File: src/rtl/bnn_load_pkg.sv
// Purpose : shared types and helpers for the serial image/weight load path.
// Latency : n/a (types and constants only).
// Backpr. : n/a.
package bnn_load_pkg;

    // Top-level load sequencer states.
    typedef enum logic [1:0] {
        IDLE = 2'd0,
        LOAD = 2'd1,
        DONE = 2'd2
    } load_state_t;

    // Default deserialized word width.
    localparam int DEF_WORD_W = 8;

    // Width of a counter that must reach 'bits' inclusive.
    function automatic int cnt_w(input int bits);
        return $clog2(bits + 1);
    endfunction

endpackage

File: src/rtl/serial_load_ctrl_ser_chan.sv
// Purpose : one serial channel; counts bits, deserializes LSB-first into WORD_W words.
// Latency : completing sample -> valid one cycle later (word registered at that edge).
// Backpr. : single holding register; a word completing while it is full and not
//           being accepted is dropped and ovr_pulse fires for one cycle.
// Ports   : clear  - zero counters/shift state (load start)
//           sample - bit strobe, already qualified by the FSM being in LOAD
//           bit_in - serial bit; word/valid/ready - output handshake
//           ovr_pulse - a completed word was dropped this cycle
//           chan_done - all BITS collected and holding register empty
module ser_chan
    import bnn_load_pkg::*;
#(
    parameter int BITS   = 784,
    parameter int WORD_W = DEF_WORD_W
) (
    input  logic              clk,
    input  logic              reset_n,
    input  logic              clear,
    input  logic              sample,
    input  logic              bit_in,
    input  logic              ready,
    output logic [WORD_W-1:0] word,
    output logic              valid,
    output logic              ovr_pulse,
    output logic              chan_done
);

    localparam int CW = cnt_w(BITS);
    localparam int FW = $clog2(WORD_W);

    logic [CW-1:0]     cnt;
    logic [FW-1:0]     fill;     // bits already in sreg for the current word
    logic [WORD_W-1:0] sreg;

    logic              take;
    logic              last_bit;
    logic              complete;
    logic              accept;
    logic [WORD_W-1:0] word_nxt;

    always_comb begin
        take      = sample && (cnt != CW'(BITS));
        last_bit  = (cnt == CW'(BITS - 1));
        complete  = take && ((fill == FW'(WORD_W - 1)) || last_bit);
        // Partial final words come out zero-padded because sreg is cleared
        // after every completed word.
        word_nxt  = sreg | (WORD_W'(bit_in) << fill);
        accept    = valid && ready;
        ovr_pulse = complete && valid && !ready;
        chan_done = (cnt == CW'(BITS)) && !valid;
    end

    always_ff @(posedge clk or negedge reset_n) begin
        if (!reset_n) begin
            cnt   <= '0;
            fill  <= '0;
            sreg  <= '0;
            word  <= '0;
            valid <= 1'b0;
        end else if (clear) begin
            cnt   <= '0;
            fill  <= '0;
            sreg  <= '0;
            valid <= 1'b0;
        end else begin
            if (take) begin
                cnt <= cnt + 1'b1;
                if (complete) begin
                    sreg <= '0;
                    fill <= '0;
                end else begin
                    sreg <= word_nxt;
                    fill <= fill + 1'b1;
                end
            end
            // A word completing in the same cycle the old one is accepted
            // replaces it directly, so valid never drops in between.
            if (complete && (!valid || ready)) begin
                word  <= word_nxt;
                valid <= 1'b1;
            end else if (accept) begin
                valid <= 1'b0;
            end
        end
    end

endmodule

File: src/rtl/serial_load_ctrl.sv
// Purpose : sequences a two-channel (pixel/weight) serial load into WORD_W words.
// Latency : strobe rising edge seen at clk -> word valid on the next cycle.
// Backpr. : per-channel valid/ready with one holding register; dropped words set
//           sticky overrun, the load itself never stalls.
// Ports   : start - level, begins a load from IDLE/DONE
//           sync_sclk/sync_p/sync_w - synchronized strobe and data bits
//           pix_*/wgt_* - word handshakes; busy (LOAD), done (DONE), overrun (sticky)
module serial_load_ctrl
    import bnn_load_pkg::*;
#(
    parameter int PIX_BITS = 784,
    parameter int WGT_BITS = 784,
    parameter int WORD_W   = DEF_WORD_W
) (
    input  logic              clk,
    input  logic              reset_n,
    input  logic              start,
    input  logic              sync_sclk,
    input  logic              sync_p,
    input  logic              sync_w,
    output logic [WORD_W-1:0] pix_word,
    output logic              pix_valid,
    input  logic              pix_ready,
    output logic [WORD_W-1:0] wgt_word,
    output logic              wgt_valid,
    input  logic              wgt_ready,
    output logic              busy,
    output logic              done,
    output logic              overrun
);

    load_state_t state;
    logic        sclk_q;
    logic        sclk_edge;
    logic        clear;
    logic        sample;
    logic        pix_ovr;
    logic        wgt_ovr;
    logic        pix_done;
    logic        wgt_done;

    always_comb begin
        sclk_edge = sync_sclk & ~sclk_q;
        clear     = start && ((state == IDLE) || (state == DONE));
        sample    = sclk_edge && (state == LOAD);
    end

    ser_chan #(.BITS(PIX_BITS), .WORD_W(WORD_W)) u_pix (
        .clk       (clk),
        .reset_n   (reset_n),
        .clear     (clear),
        .sample    (sample),
        .bit_in    (sync_p),
        .ready     (pix_ready),
        .word      (pix_word),
        .valid     (pix_valid),
        .ovr_pulse (pix_ovr),
        .chan_done (pix_done)
    );

    ser_chan #(.BITS(WGT_BITS), .WORD_W(WORD_W)) u_wgt (
        .clk       (clk),
        .reset_n   (reset_n),
        .clear     (clear),
        .sample    (sample),
        .bit_in    (sync_w),
        .ready     (wgt_ready),
        .word      (wgt_word),
        .valid     (wgt_valid),
        .ovr_pulse (wgt_ovr),
        .chan_done (wgt_done)
    );

    always_ff @(posedge clk or negedge reset_n) begin
        if (!reset_n) begin
            state   <= IDLE;
            sclk_q  <= 1'b0;
            busy    <= 1'b0;
            done    <= 1'b0;
            overrun <= 1'b0;
        end else begin
            sclk_q <= sync_sclk;
            case (state)
                IDLE, DONE: begin
                    if (start) begin
                        state   <= LOAD;
                        busy    <= 1'b1;
                        done    <= 1'b0;
                        overrun <= 1'b0;
                    end
                end
                LOAD: begin
                    overrun <= overrun | pix_ovr | wgt_ovr;
                    // Channel done flags already include "holding register
                    // empty", so no word can still be in flight here.
                    if (pix_done && wgt_done) begin
                        state <= DONE;
                        busy  <= 1'b0;
                        done  <= 1'b1;
                    end
                end
                default: begin
                    state <= IDLE;
                    busy  <= 1'b0;
                    done  <= 1'b0;
                end
            endcase
        end
    end

endmodule

File: config.mk
export PLATFORM = sky130hd
export DESIGN_NAME = serial_load_ctrl
export DESIGN_NICKNAME = d
export VERILOG_FILES = /design/src/rtl/bnn_load_pkg.sv /design/src/rtl/serial_load_ctrl_ser_chan.sv /design/src/rtl/serial_load_ctrl.sv
export SDC_FILE = /design/constraint.sdc
export NUM_CORES = 1
export LEC_CHECK = 0
export CORE_MARGIN = 2
export CORE_UTILIZATION = 55
export CTS_BUF_LIST = sky130_fd_sc_hd__clkbuf_2
export DETAILED_ROUTE_END_ITERATION = 12
export GPL_TIMING_DRIVEN = 0
export HOLD_SLACK_MARGIN = 0.08
export MAX_ROUTING_LAYER = met4
export PLACE_DENSITY = 0.77
export SYNTH_ARGS = -nofsm -noshare
export SYNTH_HDL_FRONTEND = slang
export SYNTH_SLANG_ARGS = --single-unit
File: constraint.sdc
create_clock -name clk -period 2.3 [get_ports clk]
set_input_delay 0.345 -clock clk [delete_from_list [all_inputs] [get_ports clk]]
set_output_delay 0.345 -clock clk [all_outputs]
set_load 0.02 [all_outputs]
==> tab_implementation.tex <==
\begin{tabular}{lr}
\hline
Metric & Value \\
\hline
\multicolumn{2}{l}{\textbf{STA}} \\
\quad Max-slew violation count & 0 \\
\quad Skew final & 0.0235 ns \\
\quad Max\_slew headroom & 0.453 \\
\quad Final clock period utilization by the worst path & 0.904 \\
\quad FMAX & 481 MHz \\
\quad Setup repair after global routing missed its margin & no \\
\quad Total count of hold-check failures in the final report & 0 \\
\quad Count of endpoints failing setup in the final report & 0 \\
\quad Period minus WS final & 2.08 ns \\
\quad Worst-margin pin slew & 0.820 ns \\
\quad Worst Setup Slack, final & 0.221 ns \\
\multicolumn{2}{l}{\textbf{Die}} \\
\quad Overall die width & 80.8 um \\
\quad Initial core utilization & 0.579 \\
\quad Io pins & 29 \\
\quad Rows & 27 \\
\quad Total die area & 0.00653 mm2 \\
\quad Die boundary height & 80.8 um \\
\quad Floorplan Core Area & 0.00561 mm2 \\
\multicolumn{2}{l}{\textbf{Power and ir drop}} \\
\quad Part of the power in combinational logic & 0.274 \\
\quad Leakage component of the power & 1.65 nW \\
\quad Power Total & 3.47 mW \\
\quad Switching power total & 1.22 mW \\
\quad Sequential share of power & 0.495 \\
\quad Largest voltage drop on the vdd net & 0.599 mV \\
\quad Int Power & 2.25 mW \\
\quad Clock network fraction of total power & 0.231 \\
\quad Share of total power consumed by net switching & 0.352 \\
\quad Cell Pwr Density & 921 mW/mm2 \\
\multicolumn{2}{l}{\textbf{Routing}} \\
\quad Routed WL per cell & 15.5 um \\
\quad Drt drc & 0 \\
\quad Final WL & 6510 um \\
\quad Vias per std cell & 5.83 \\
\quad Detailed-route via count & 2453 \\
\quad Remaining number of nets flagged by the antenna check after routing & 0 \\
\quad Detailed Routing Iterations Pass 1 & 4 \\
\quad DRC marker count from the first detailed-route iteration & 162 \\
\multicolumn{2}{l}{\textbf{Run}} \\
\quad Max-Cap Viols & 0 \\
\multicolumn{2}{l}{\textbf{Yosys}} \\
\quad EDFF count, synth & 0 \\
\quad Distinct cell type count of the synthesized netlist & 50 \\
\quad Mapped cell area & 0.00325 mm2 \\
\quad Async set or reset register ratio after synthesis & 1.00 \\
\quad Synthesis-stage register bit count & 66 \\
\quad Register area share after synthesis & 0.509 \\
\quad Gate Count Post-Synth & 304 \\
\quad Nets in the synthesized netlist & 320 \\
\quad Synth Area per Inst & 10.7 um2 \\
\quad Number of warnings reported in the yosys synthesis log & 0 \\
\quad Top flip-flop cell by instance count after synthesis & dfrtp\_1 \\
\multicolumn{2}{l}{\textbf{Cells and area}} \\
\quad Area of the multi-input gates & 0.00142 mm2 \\
\quad Synth-to-layout area growth & 15.9\% \\
\quad Number of nets in the finished design & 360 \\
\quad Final standard cell count with taps included and fillers excluded & 421 \\
\quad Total of fill cells in the finished design & 455 \\
\quad Share of the core filled with cells & 0.671 \\
\quad Antenna Cells & 0 \\
\quad Register Area & 0.00165 mm2 \\
\quad Share of final-layout standard cells stronger than drive strength 1 & 0.0917 \\
\multicolumn{2}{l}{\textbf{Critical path}} \\
\quad Number of buffers and inverters on the critical path & 1 \\
\quad Depth of the critical timing path with buffers and inverters included & 6 \\
\quad Peak fanout along the critical path & 8 \\
\quad Delay of the slowest cell on the worst path & 0.51 ns \\
\quad Crit Path Class & reg -> reg \\
\quad Required time worst endpoint & 2.73 ns \\
\quad Data arrival, critical path & 2.51 ns \\
\quad Worst Setup End Kind & flip-flop \\
\quad CP max-delay cell & dfrtp\_1 \\
\quad Delay-heaviest family, CP & simple AND/OR/NAND/NOR gates \\
\quad List of cells traversed by the critical path & inv\_1 -> ha\_1 -> nor4bb\_4 -> a31o\_4 -> nor3\_4 -> mux2i\_1 \\
\quad Depth of the most critical reg-to-reg path & 6 \\
\quad Critical path startpoint category & flip-flop \\
\multicolumn{2}{l}{\textbf{Clocking}} \\
\quad Clk buf depth & 2 \\
\quad Latest clock arrival within the worst-skew pair & 0.50 ns \\
\quad CTS H-tree lvls & 3 \\
\quad Root cell of the clock tree & clkbuf\_2 \\
\quad Register clock-pin slew on the reported worst setup and hold paths & 0.20 ns \\
\quad Post-CTS Resized & 0 \\
\quad Total clock buffers created by CTS & 9 \\
\quad CTS Sinks & 66 \\
\quad Post-CTS Hold Fix Bufs & 1 \\
\quad TritonCTS clock tree & built \\
\quad Post-CTS Setup Repair Bufs & 0 \\
\multicolumn{2}{l}{\textbf{Placement}} \\
\quad Port buffer count & 28 \\
\quad Final weighted congestion of routability-driven global placement & 0.788 \\
\quad Sum of net half-perimeters after detailed placement & 4370 um \\
\quad Cells after DPL & 404 \\
\quad Worst setup slack after placement & 0.00445 ns \\
\multicolumn{2}{l}{\textbf{Global routing}} \\
\quad Via count of the first global-routing pass & 2467 \\
\quad Pin count of the biggest net entering global routing & 67 \\
\quad All-Layer GR Usage & 0.233 \\
\quad Aggregate global routing overflow & 0 \\
\quad Global-route wire length before repair & 11400 um \\
\quad Initial antenna violation count & 0 \\
\multicolumn{2}{l}{\textbf{Outcome}} \\
\quad Outcome & completed \\
\multicolumn{2}{l}{\textbf{Hold path}} \\
\quad Classification of the worst-slack hold path & in -> reg \\
\quad Hold depth & 1 \\
\hline
\end{tabular}
[power groups by stage]
| stage | clock network [mW] | logic, mW | registers [mW] |
|---|---|---|---|
| finish | 0.800 | 0.951 | 1.72 |
| global route | 0.850 | 1.08 | 1.76 |
| CTS | 0.805 | 0.963 | 1.71 |
| detailed placement | 0 | 0.960 | 1.73 |
| global placement | 0 | 0.930 | 1.72 |
| floorplan | 0 | 0.540 | 1.77 |
[cell usage in the layout (no fill, tap or decap), types with 3 or more instances in the layout]
cell / instances
xor2_1: 6
nand3_1: 19
o31ai_1: 13
nand4_1: 7
clkbuf_2: 9
nand2_1: 10
o211ai_1: 3
nor3_1: 3
clkdlybuf4s50_1: 27
inv_1: 30
or3_1: 3
o21ai_0: 9
a31oi_1: 10
nand2b_1: 3
o2bb2ai_1: 10
a21oi_1: 11
clkbuf_1: 6
mux2i_1: 17
and4_1: 3
ha_1: 8
and2_1: 4
xnor2_1: 3
buf_2: 6
dfrtp_1: 66
nor2_1: 17
nor2b_1: 7
[cell families (layout without fill, tap and decap cells)]
logic type                 after synthesis  in the layout  synth area share
and+or+nand+nor                         91             91             0.175
AOI/OAI and AO/OA                       70             70             0.156
DFF                                     66             66             0.509
buffers and inverters                   43             88            0.0532
muxes                                   17             17            0.0524
xor gates and xnor gates                 9              9            0.0243
adders and majority gates                8              8            0.0308
[worst paths after layout]
check	end	slack, ns	start
hold / removal	sclk_q	0.37	sync_sclk
hold reg to reg	u_pix.sreg[0]	0.52	u_pix.sreg[0]
setup reg to reg	u_pix.word[4]	0.22	u_pix.cnt[0]
min in group asynchronous	u_pix.cnt[2]	0.44	reset_n
max in group asynchronous	u_wgt.cnt[1]	1.31	reset_n
setup / recovery	u_pix.word[4]	0.22	u_pix.cnt[0]
[metal layers]
layer | GRT usage | vias up | part of all wire
li1 | - | 1178 | -
met1 | 0.291 | 1215 | 0.46
met2 | 0.366 | 43 | 0.48
met3 | 0.0444 | 17 | 0.031
met4 | 0.115 | 0 | 0.024
met5 | - | - | 0
[cells in the mapped netlist, drive strengths merged (3+ instances only)]
library cell / n / area share
nand3: 19 / 0.029
o31ai: 14 / 0.034
nand2: 10 / 0.012
or3: 3 / 0.0058
nor2: 17 / 0.020
o21ai: 9 / 0.014
o211ai: 3 / 0.0069
xor2: 6 / 0.016
o2bb2ai: 10 / 0.027
and2: 4 / 0.0077
xnor2: 3 / 0.0081
nand4bb: 3 / 0.015
nor2b: 7 / 0.013
clkbuf: 6 / 0.0069
mux2i: 17 / 0.052
buf: 7 / 0.012
and4: 3 / 0.0081
ha: 8 / 0.031
nand4: 7 / 0.013
a21oi: 11 / 0.017
nor3: 4 / 0.0096
nand2b: 3 / 0.0058
dfrtp: 66 / 0.51
a31oi: 10 / 0.019
inv: 30 / 0.035
[registers in the layout, indices dropped and copies added (netlist names), 2 cells and up]
name / flops
u_wgt.word: 8
u_pix.cnt: 10
u_pix.fill: 3
u_pix.word: 8
state: 2
u_wgt.cnt: 10
u_wgt.sreg: 8
u_pix.sreg: 8
u_wgt.fill: 3
[area by class of cell]
cell class | count | share of cell area
clock inverter | 7 | 0.0249
inverter | 30 | 0.0299
timing repair buffer | 29 | 0.0765
buffer | 13 | 0.0160
tap | 72 | 0.0239
multi-input combinational | 195 | 0.378
clock buffer | 9 | 0.0120
sequential | 66 | 0.439
[metrics by stage]
| step | setup TNS, ns | cell area [um2] | hold WS [ns] |
|---|---|---|---|
| after detailed placement | 0 | 3610 | 0.479 |
| after CTS | 0 | 3760 | 0.346 |
| after global routing | 0 | 3760 | 0.359 |
| after floorplan | 0 | 3250 | 0.0494 |
| final | 0 | 3760 | 0.366 |
| after global placement | -84.44 | 3620 | 0.471 |
Note: power is estimated with default switching activity, not from simulation.
